[src/rtl/soc_system_onchip_arb_pkg.sv]
// soc_system_onchip_arb_pkg: shared types, defaults and round-robin pick for the on-chip memory arbiter
package soc_system_onchip_arb_pkg;
   typedef enum logic {ST_CLEAR, ST_ARB} state_t;
   localparam int ARB_ADDR_W = 6;
   localparam int ARB_DATA_W = 128;
   localparam int MAX_REQ = 4;
   typedef struct packed {
      logic       valid;
      logic [1:0] idx;
   } pick_t;
   // Walks the candidates from farthest to nearest so the nearest active one, starting at ptr, is assigned last.
   function automatic pick_t rr_pick(input logic [MAX_REQ-1:0] active, input logic [1:0] ptr, input int n);
      pick_t      p;
      logic [1:0] j;
      p = '0;
      for (int k = MAX_REQ - 1; k >= 0; k--) begin
         j = 2'((int'(ptr) + k) % n);
         if (k < n && active[j]) begin
            p.valid = 1'b1;
            p.idx   = j;
         end
      end
      return p;
   endfunction
endpackage

[src/rtl/soc_system_onchip_memory_arbiter_rr.sv]
// soc_system_rr_arbiter: circular priority pick with a pointer that advances past each accepted winner
module soc_system_rr_arbiter
   import soc_system_onchip_arb_pkg::*;
#(
   parameter int NUM_REQ = 2
) (
   input  logic               clk,
   input  logic               reset_n,
   input  logic [NUM_REQ-1:0] active,
   input  logic               advance,
   output logic               grant_valid,
   output logic [1:0]         grant_idx
);
   logic [1:0]         rr_ptr;
   logic [MAX_REQ-1:0] act_ext;
   pick_t              pick;
   // Widen the request vector to the package width and pick the winner.
   always_comb begin
      act_ext = '0;
      act_ext[NUM_REQ-1:0] = active;
      pick = rr_pick(act_ext, rr_ptr, NUM_REQ);
   end
   assign grant_valid = pick.valid;
   assign grant_idx   = pick.idx;
   // Pointer moves to the requester after the winner only when the transfer is actually accepted.
   always_ff @(posedge clk or negedge reset_n) begin
      if (!reset_n) rr_ptr <= '0;
      else if (advance) rr_ptr <= (pick.idx == 2'(NUM_REQ - 1)) ? 2'd0 : pick.idx + 2'd1;
   end
endmodule

[src/rtl/soc_system_onchip_memory_arbiter.sv]
// soc_system_onchip_memory_arbiter: round-robin sharing of the RAM s1 port with a zero-fill clear sequencer
module soc_system_onchip_memory_arbiter
   import soc_system_onchip_arb_pkg::*;
#(
   parameter int NUM_REQ        = 2,
   parameter int ADDR_W         = ARB_ADDR_W,
   parameter int DATA_W         = ARB_DATA_W,
   parameter int CLEAR_ON_RESET = 1,
   localparam int BE_W          = DATA_W / 8
) (
   input  logic                      clk,
   input  logic                      reset_n,
   input  logic [NUM_REQ*ADDR_W-1:0] req_address,
   input  logic [NUM_REQ-1:0]        req_read,
   input  logic [NUM_REQ-1:0]        req_write,
   input  logic [NUM_REQ*DATA_W-1:0] req_writedata,
   input  logic [NUM_REQ*BE_W-1:0]   req_byteenable,
   output logic [NUM_REQ-1:0]        req_waitrequest,
   output logic [DATA_W-1:0]         req_readdata,
   output logic [NUM_REQ-1:0]        req_readdatavalid,
   input  logic                      clear_start,
   output logic                      clear_busy,
   output logic [ADDR_W-1:0]         mem_address,
   output logic                      mem_chipselect,
   output logic                      mem_write,
   output logic [DATA_W-1:0]         mem_writedata,
   output logic [BE_W-1:0]           mem_byteenable,
   output logic                      mem_clken,
   input  logic [DATA_W-1:0]         mem_readdata
);
   state_t              state, state_nxt;
   logic [ADDR_W-1:0]   clr_addr;
   logic                rd_pend;
   logic [1:0]          rd_id;
   logic                grant_valid, accept, win_rd, win_wr;
   logic [1:0]          widx;
   logic [ADDR_W-1:0]   win_addr;
   logic [DATA_W-1:0]   win_wd;
   logic [BE_W-1:0]     win_be;

   assign accept       = state == ST_ARB && !clear_start && grant_valid;
   assign mem_clken    = 1'b1;
   assign req_readdata = mem_readdata;

   soc_system_rr_arbiter #(.NUM_REQ(NUM_REQ)) u_rr (
      .clk         (clk),
      .reset_n     (reset_n),
      .active      (req_read | req_write),
      .advance     (accept),
      .grant_valid (grant_valid),
      .grant_idx   (widx)
   );

   // Select the winning requester's command fields.
   always_comb begin
      win_rd   = 1'b0;
      win_wr   = 1'b0;
      win_addr = '0;
      win_wd   = '0;
      win_be   = '0;
      for (int i = 0; i < NUM_REQ; i++) begin
         if (widx == 2'(i)) begin
            win_rd   = req_read[i];
            win_wr   = req_write[i];
            win_addr = req_address[i*ADDR_W +: ADDR_W];
            win_wd   = req_writedata[i*DATA_W +: DATA_W];
            win_be   = req_byteenable[i*BE_W +: BE_W];
         end
      end
   end

   // Next state plus the memory mux: the clear sequencer overrides the granted requester.
   always_comb begin
      state_nxt      = state;
      mem_address    = win_addr;
      mem_writedata  = win_wd;
      mem_byteenable = win_be;
      mem_chipselect = accept;
      mem_write      = accept && win_wr;
      if (state == ST_CLEAR) begin
         mem_address    = clr_addr;
         mem_writedata  = '0;
         mem_byteenable = '1;
         mem_chipselect = 1'b1;
         mem_write      = 1'b1;
         state_nxt      = (clr_addr == '1) ? ST_ARB : ST_CLEAR;
      end else if (clear_start) begin
         state_nxt = ST_CLEAR;
      end
      for (int i = 0; i < NUM_REQ; i++) begin
         req_waitrequest[i]   = !(accept && widx == 2'(i));
         req_readdatavalid[i] = rd_pend && rd_id == 2'(i);
      end
   end

   // State, clear address, busy flag and the one-deep read-return tag.
   always_ff @(posedge clk or negedge reset_n) begin
      if (!reset_n) begin
         state      <= (CLEAR_ON_RESET != 0) ? ST_CLEAR : ST_ARB;
         clear_busy <= CLEAR_ON_RESET != 0;
         clr_addr   <= '0;
         rd_pend    <= 1'b0;
         rd_id      <= '0;
      end else begin
         state      <= state_nxt;
         clear_busy <= state_nxt == ST_CLEAR;
         clr_addr   <= (state == ST_CLEAR) ? clr_addr + 1'b1 : '0;
         rd_pend    <= accept && win_rd && !win_wr;
         rd_id      <= widx;
      end
   end

   // A requester asserting read and write together is a protocol error; the write wins.
   a_no_rd_wr: assert property (@(posedge clk) disable iff (!reset_n) !(accept && win_rd && win_wr));
endmodule

[config.mk]
export PLATFORM = sky130hd
export DESIGN_NAME = soc_system_onchip_memory_arbiter
export DESIGN_NICKNAME = d
export VERILOG_FILES = /design/src/rtl/soc_system_onchip_arb_pkg.sv /design/src/rtl/soc_system_onchip_memory_arbiter_rr.sv /design/src/rtl/soc_system_onchip_memory_arbiter.sv
export SDC_FILE = /design/constraint.sdc
export NUM_CORES = 1
export LEC_CHECK = 0
export CAP_MARGIN = 20
export CORE_AREA = 3 3 280 282
export CTS_CLUSTER_SIZE = 30
export DETAILED_ROUTE_END_ITERATION = 7
export DIE_AREA = 0 0 283 285
export PLACE_DENSITY_LB_ADDON = 0.08
export SKIP_CTS_REPAIR_TIMING = 1
export SLEW_MARGIN = 5
export SYNTH_ARGS = -nofsm -noshare
export SYNTH_HDL_FRONTEND = slang
export SYNTH_SLANG_ARGS = --single-unit
[constraint.sdc]
create_clock -name clk -period 1.1 [get_ports clk]
set_input_delay 0.11 -clock clk [delete_from_list [all_inputs] [get_ports clk]]
set_output_delay 0.11 -clock clk [all_outputs]
set_load 0.05 [all_outputs]
==> results of run 1 <==
-- metal layers --
| layer | part of all wire [%] | vias to the layer above | GRT usage (%) |
|---|---|---|---|
| li1 | - | 2899 | - |
| met1 | 38 | 2832 | 8.589 |
| met2 | 51 | 349 | 14.53 |
| met3 | 8.1 | 82 | 2.718 |
| met4 | 3.2 | 0 | 2.482 |
| met5 | 0 | - | 0 |
-- cells by family (layout without fill, tap and decap cells) --
| group | Yosys count | in the layout | synth area share, % |
|---|---|---|---|
| mux | 130 | 130 | 29.75 |
| other cells | 1 | 1 | 0.08556 |
| simple gates | 320 | 320 | 29.18 |
| fa+ha+maj | 1 | 1 | 0.2854 |
| flops | 11 | 11 | 6.309 |
| buf+inv | 186 | 576 | 29.06 |
| xor+xnor | 3 | 3 | 0.5996 |
| compound gates | 35 | 35 | 4.739 |
-- worst paths after layout --
check                                       from           endpoint  slack [ns]  depth (start not counted)
worst max register to register             state     u_rr.rr_ptr[0]       -0.49                          6
worst min register to register       clr_addr[0]        clr_addr[0]        0.50                          1
max in group asynchronous                reset_n         clear_busy        0.67                          2
worst max-delay path              u_rr.rr_ptr[0]  mem_writedata[74]       -0.83                          7
min in group clk                mem_readdata[77]   req_readdata[77]        0.22                          0
worst min-delay path                     reset_n        clr_addr[5]        0.19                          2
-- layout make-up --
class | instances | area [um2] | share of cell area, %
Sequential cell | 11 | 280.3 | 2.034
Timing Repair Buffer | 570 | 7609 | 55.21
Multi-Input combinational cell | 490 | 4504 | 32.69
Clock buffer | 4 | 78.83 | 0.5720
Inverter | 2 | 20.02 | 0.1453
Tap cell | 1030 | 1289 | 9.352
-- sequential cells by signal (all words and copies together), names as in the netlist --
signal       count
u_rr.rr_ptr      1
clear_busy       1
state            1
rd_id            1
rd_pend          1
clr_addr         6
-- worst reg2reg max path, stage by stage, from the launching register on --
cell	delay [ns]
dfrtp_4	0.49
buf_4	0.18
buf_6	0.12
nor2b_4	0.13
o31a_4	0.14
buf_4	0.15
mux2_4	0.28
-- synth_stat cells --
cell type	n
a21boi_0	1
a31o_2	1
a31oi_1	6
and2_1	2
and3_1	2
buf_1	1
buf_2	7
buf_4	129
buf_6	11
clkbuf_1	36
conb_1	1
dfrtp_1	10
dfstp_2	1
ha_1	1
inv_1	1
inv_2	1
mux2_1	1
mux2_2	1
mux2i_1	128
nand2_1	258
nand2_2	1
nand2b_1	1
nand3_1	40
nor2_1	11
nor2b_1	4
o21ai_0	23
o21ba_2	1
o21bai_2	1
o2bb2ai_1	1
o31a_1	1
or2_1	1
xnor2_1	2
xor2_1	1
-- per-stage QoR --
stage                     cells  hold slack [ns]  util, %
after detailed placement   2070           0.2203    15.73
after floorplan             687          -0.1856        -
after global routing       2107           0.2186    18.14
final                      2107           0.1942    18.14
after global placement     2070           0.2203    15.73
after CTS                  2074           0.2136    15.83
-- power groups by stage --
| stage | sequential, uW | combinational (uW) | clock (uW) |
|---|---|---|---|
| global route | 410 | 2210 | 723 |
| floorplan | 415 | 1690 | 0 |
| CTS | 409 | 1790 | 701 |
| finish | 410 | 2090 | 676 |
| global placement | 415 | 1780 | 0 |
| detailed placement | 415 | 1780 | 0 |
==> out/results.ini, run 1 <==
[worst_setup_path]
critPathKind = reg -> out
cp-start-kind = flop
path_max_fanout = 9
endpoint_kind = primary output
cp_num_buf_inv = 4
crit_top_cell = buf_12
cp_cell_sequence = o21bai_4, nand2_4, clkinv_8, buf_12, buf_4, mux2i_1, buf_12
worstPathRequired_ns = 0.99
worst_path_max_delay_cell = dfrtp_1
crit_path_max_incr_delay_ns = 0.39
crit_family = buffers and inverters
crit_arrival_ns = 1.82

[final_layout]
final_common_cell = clkdlybuf4s50_1
layout_common_cells = clkdlybuf4s50_1, nand2_1, buf_12, mux2i_4, buf_4
drive_gt1_share_pct = 41.60
antennaDiodeCount = 0
nets = 1514
fillCellCount = 8381
syn2layout_area_growth_pct = 214.4
stdcell_area_um2 = 13780

[clock_network]
clk_latency_ns = 0.24
numCtsBuffers = 3
clkTransAtPathRegs_ns = 0.04
numClockSinks = 11
htreeDepth = 1
cts_tree = built
cts-root-buf = clkbuf_16
clock_path_buffers = 2

[run_status]
failed_checks = negative setup slack
status = finished, violations left

[power_and_ir_drop]
powerDensity_nw_per_um2 = 230.2
p_int_uw = 2307
power_frac_clock_pct = 21.3
switching_share_pct = 27.29
leakagePower_uw = 0.004408
vdd_drop_max_uv = 452.4
pwr-share-comb_pct = 65.8
sequentialPowerShare_pct = 12.9
total_power_uw = 3173
switchingPower_uw = 865.7

[routing]
drtPass1Iterations = 4
wirelength_mm = 36.86
viasPerCell = 2.925
antenna_left = 0
drc = 0
drt_iter0_markers = 140
vias = 6162
wire_per_inst_um = 17.50

[sta]
fin_crit_sh_pct = 175.5
fin_ws_ns = -0.8310
finalMaxSlewViolations = 0
fin_skew_ns = 0.002431
grt_setup_unrepaired = true
finalCriticalPeriod_ns = 1.931
setup_viol = 163
hold_viol_final = 0
fmax_ghz = 0.5179
fin_tns_setup_ns = -118.12

[placed_design]
gp_congestion = 0.7266
dp_worst_setup_slack_ns = -1.009
place_area_um2 = 11950
io_buffers = 463
dp_hpwl_mm = 30.15

[floorplanning]
die-height_um = 285
core_um2 = 75950
start_util_pct = 5.771
pin_count = 721
rows = 101
die_width_um = 283
dieArea_um2 = 80660

[min_path]
min_path_type = in -> async

[yosys]
synth_warnings = 0
syn_nets = 1123
syn-cell-area_um2 = 4383
ys_seq_elements = 11
ys_seq_area_share_pct = 6.309
netlist.area_leader.share_pct = 29.23
syn_inst = 687
syn_area_per_cell_um2 = 6.380
synthDistinctLibCells = 33
yosys-top-cells-area = mux2i_1, buf_4, nand2_1
synth_top_area_cell = mux2i_1

[grt]
grt_pass1_vias = 6425
grt.overflow.total = 0
grt_max_degree = 51
grt_antenna_before_repair = 1
track_usage_pct = 7.950
grt_pass1_wl_mm = 47.58

[job]
maxCapViolations = 0

Power figures use the tool's default switching activity.
==> run 2, diff against run 1 <==
- CAP_MARGIN: 20 -> unset
==> results of run 2 <==
Same layout as run 1: the final DEF is identical, and so are final timing and power.
==> patch, RTL diff (config.mk and constraints of run 1) <==
Take the reset off `clr_addr` and load it in a clocked block of its own.
--- a/src/rtl/soc_system_onchip_memory_arbiter.sv
+++ b/src/rtl/soc_system_onchip_memory_arbiter.sv
@@ -99,5 +99,4 @@
          state      <= (CLEAR_ON_RESET != 0) ? ST_CLEAR : ST_ARB;
          clear_busy <= CLEAR_ON_RESET != 0;
-         clr_addr   <= '0;
          rd_pend    <= 1'b0;
          rd_id      <= '0;
@@ -105,8 +104,11 @@
          state      <= state_nxt;
          clear_busy <= state_nxt == ST_CLEAR;
-         clr_addr   <= (state == ST_CLEAR) ? clr_addr + 1'b1 : '0;
          rd_pend    <= accept && win_rd && !win_wr;
          rd_id      <= widx;
       end
+   end
+
+   always_ff @(posedge clk) begin
+      clr_addr <= (state == ST_CLEAR) ? clr_addr + 1'b1 : '0;
    end
 
Check against the original RTL: not equivalent (Yosys sat finds a counterexample within 4 cycles, from zero or initial values and one cycle with reset_n low).
==> patch against run 1 <==
- the run still ends with setup timing left
- global-route usage rose by 1.3 points
- routed wire length grew 15%
- setup slack worse by 0.038 ns
- sequential cell count is the same
- cell area is 5.8% higher
- maximum frequency shrank 1.9%
- non-clock buffer count rose by 41
- area after synthesis decreased by 3.0%
- count of clock-buffer cells in the layout is the same
- critical endpoint is now mem_writedata[86]
- highest routed layer is now met5
Power is left out: it rests on default switching activity, and per cell area and clock period it moved more than threefold.
==> patch: results (changes against run 1) <==
* Synth Area in Adders at 0.00294 (was 0.00285)
* Multi-In Gates at 498 (was 490)
* Syn_nets at 1,158 (was 1,123)
* Ys async rst share at 0.455 (was 1.00)
* Total GRT Usage at 0.0930 (was 0.0795)
* Global-route wire length before repair at 56.2 mm (was 47.6 mm)
* Routed vias/inst at 3.20 (was 2.92)
* Fraction of synthesized area in multiplexers at 0.00236 (was 0.297)
* Top cells by area, synth: buf_4, nand3_1, a21oi_1 (was mux2i_1, buf_4, nand2_1)
* Met3 wirelength from detailed routing at 4.42 mm (was 2.98 mm)
* Final setup margin at -0.869 ns (was -0.831 ns)
* Synth Flop Type: dfxtp_1 (was dfrtp_1)
* Layout non-clock buf frac at 0.557 (was 0.552)
* Layout net count at 1,564 (was 1,514)
* Commonest cells in the netlist: nand3_1, buf_4, a21oi_1 (was nand2_1, buf_4, mux2i_1)
* Outcome: complete, but fails checks (unchanged)
* Antenna violations before repair at 4 (was 1)
* Non-CTS inverters at 3 (was 2)
* Failing checks: setup timing (unchanged)
* 1st-iter DRT viols at 152 (was 140)
* Gpl congestion at 0.750 (was 0.727)
* CP arrival at 1.86 ns (was 1.82 ns)
* Final setup viols at 160 (was 163)
* Synth unique cells at 38 (was 33)
* Area occupied by multi-input gates at 4810 um^2 (was 4500 um^2)
* CP Max Fanout at 8 (was 9)
==> patch: cell count changes in the layout (fill, tap and decap cells not counted), sizes merged, moves of 2 or more <==
| cell | delta |
|---|---|
| and3 | -2 |
| mux2 | -2 |
| a21oi | +135 |
| dfrtp | -6 |
| nand3 | +122 |
| dfxtp | +6 |
| nand2 | -256 |
| nand2b | +3 |
| buf | +42 |
| mux2i | -127 |
| o21ai | +132 |
==> patch: worst max-delay path, cell delays in order (launching register included) <==
cell and delay, ns:
dfrtp_2 0.43, o21ba_4 0.29, buf_12 0.14, buf_16 0.15
clkbuf_16 0.17, o21ai_1 0.10, a21oi_4 0.16, buf_12 0.15
==> patch: layer usage <==
layer	vias up	global-route usage
met4	4	0.0147
met2	329	0.167
met5	-	0
li1	3275	-
met1	3260	0.0999
met3	46	0.0452
==> patch: worst paths after layout <==
path                                    from                end  slack (ns)
max                           u_rr.rr_ptr[0]  mem_writedata[86]       -0.87
min                                  reset_n           rd_id[0]        0.11
max reg2reg                            state        clr_addr[5]       -0.24
min reg2reg                      clr_addr[0]        clr_addr[0]        0.47
max in group asynchronous            reset_n         clear_busy        0.72
min in group clk           mem_readdata[121]  req_readdata[121]        0.22
==> patch: per-stage QoR <==
stage	cell area, um^2	setup WS (ns)	utilization	TNS, ns	std cells
finish	14600	-0.869	0.192	-122.05	2158
global route	14600	-0.917	0.192	-131.94	2157
CTS	13400	-0.927	0.176	-126.95	2130
detailed placement	13300	-0.900	0.175	-122.63	2126
global placement	13300	-0.914	0.175	-122.07	2126
floorplan	5920	-0.388	-	-55.43	722
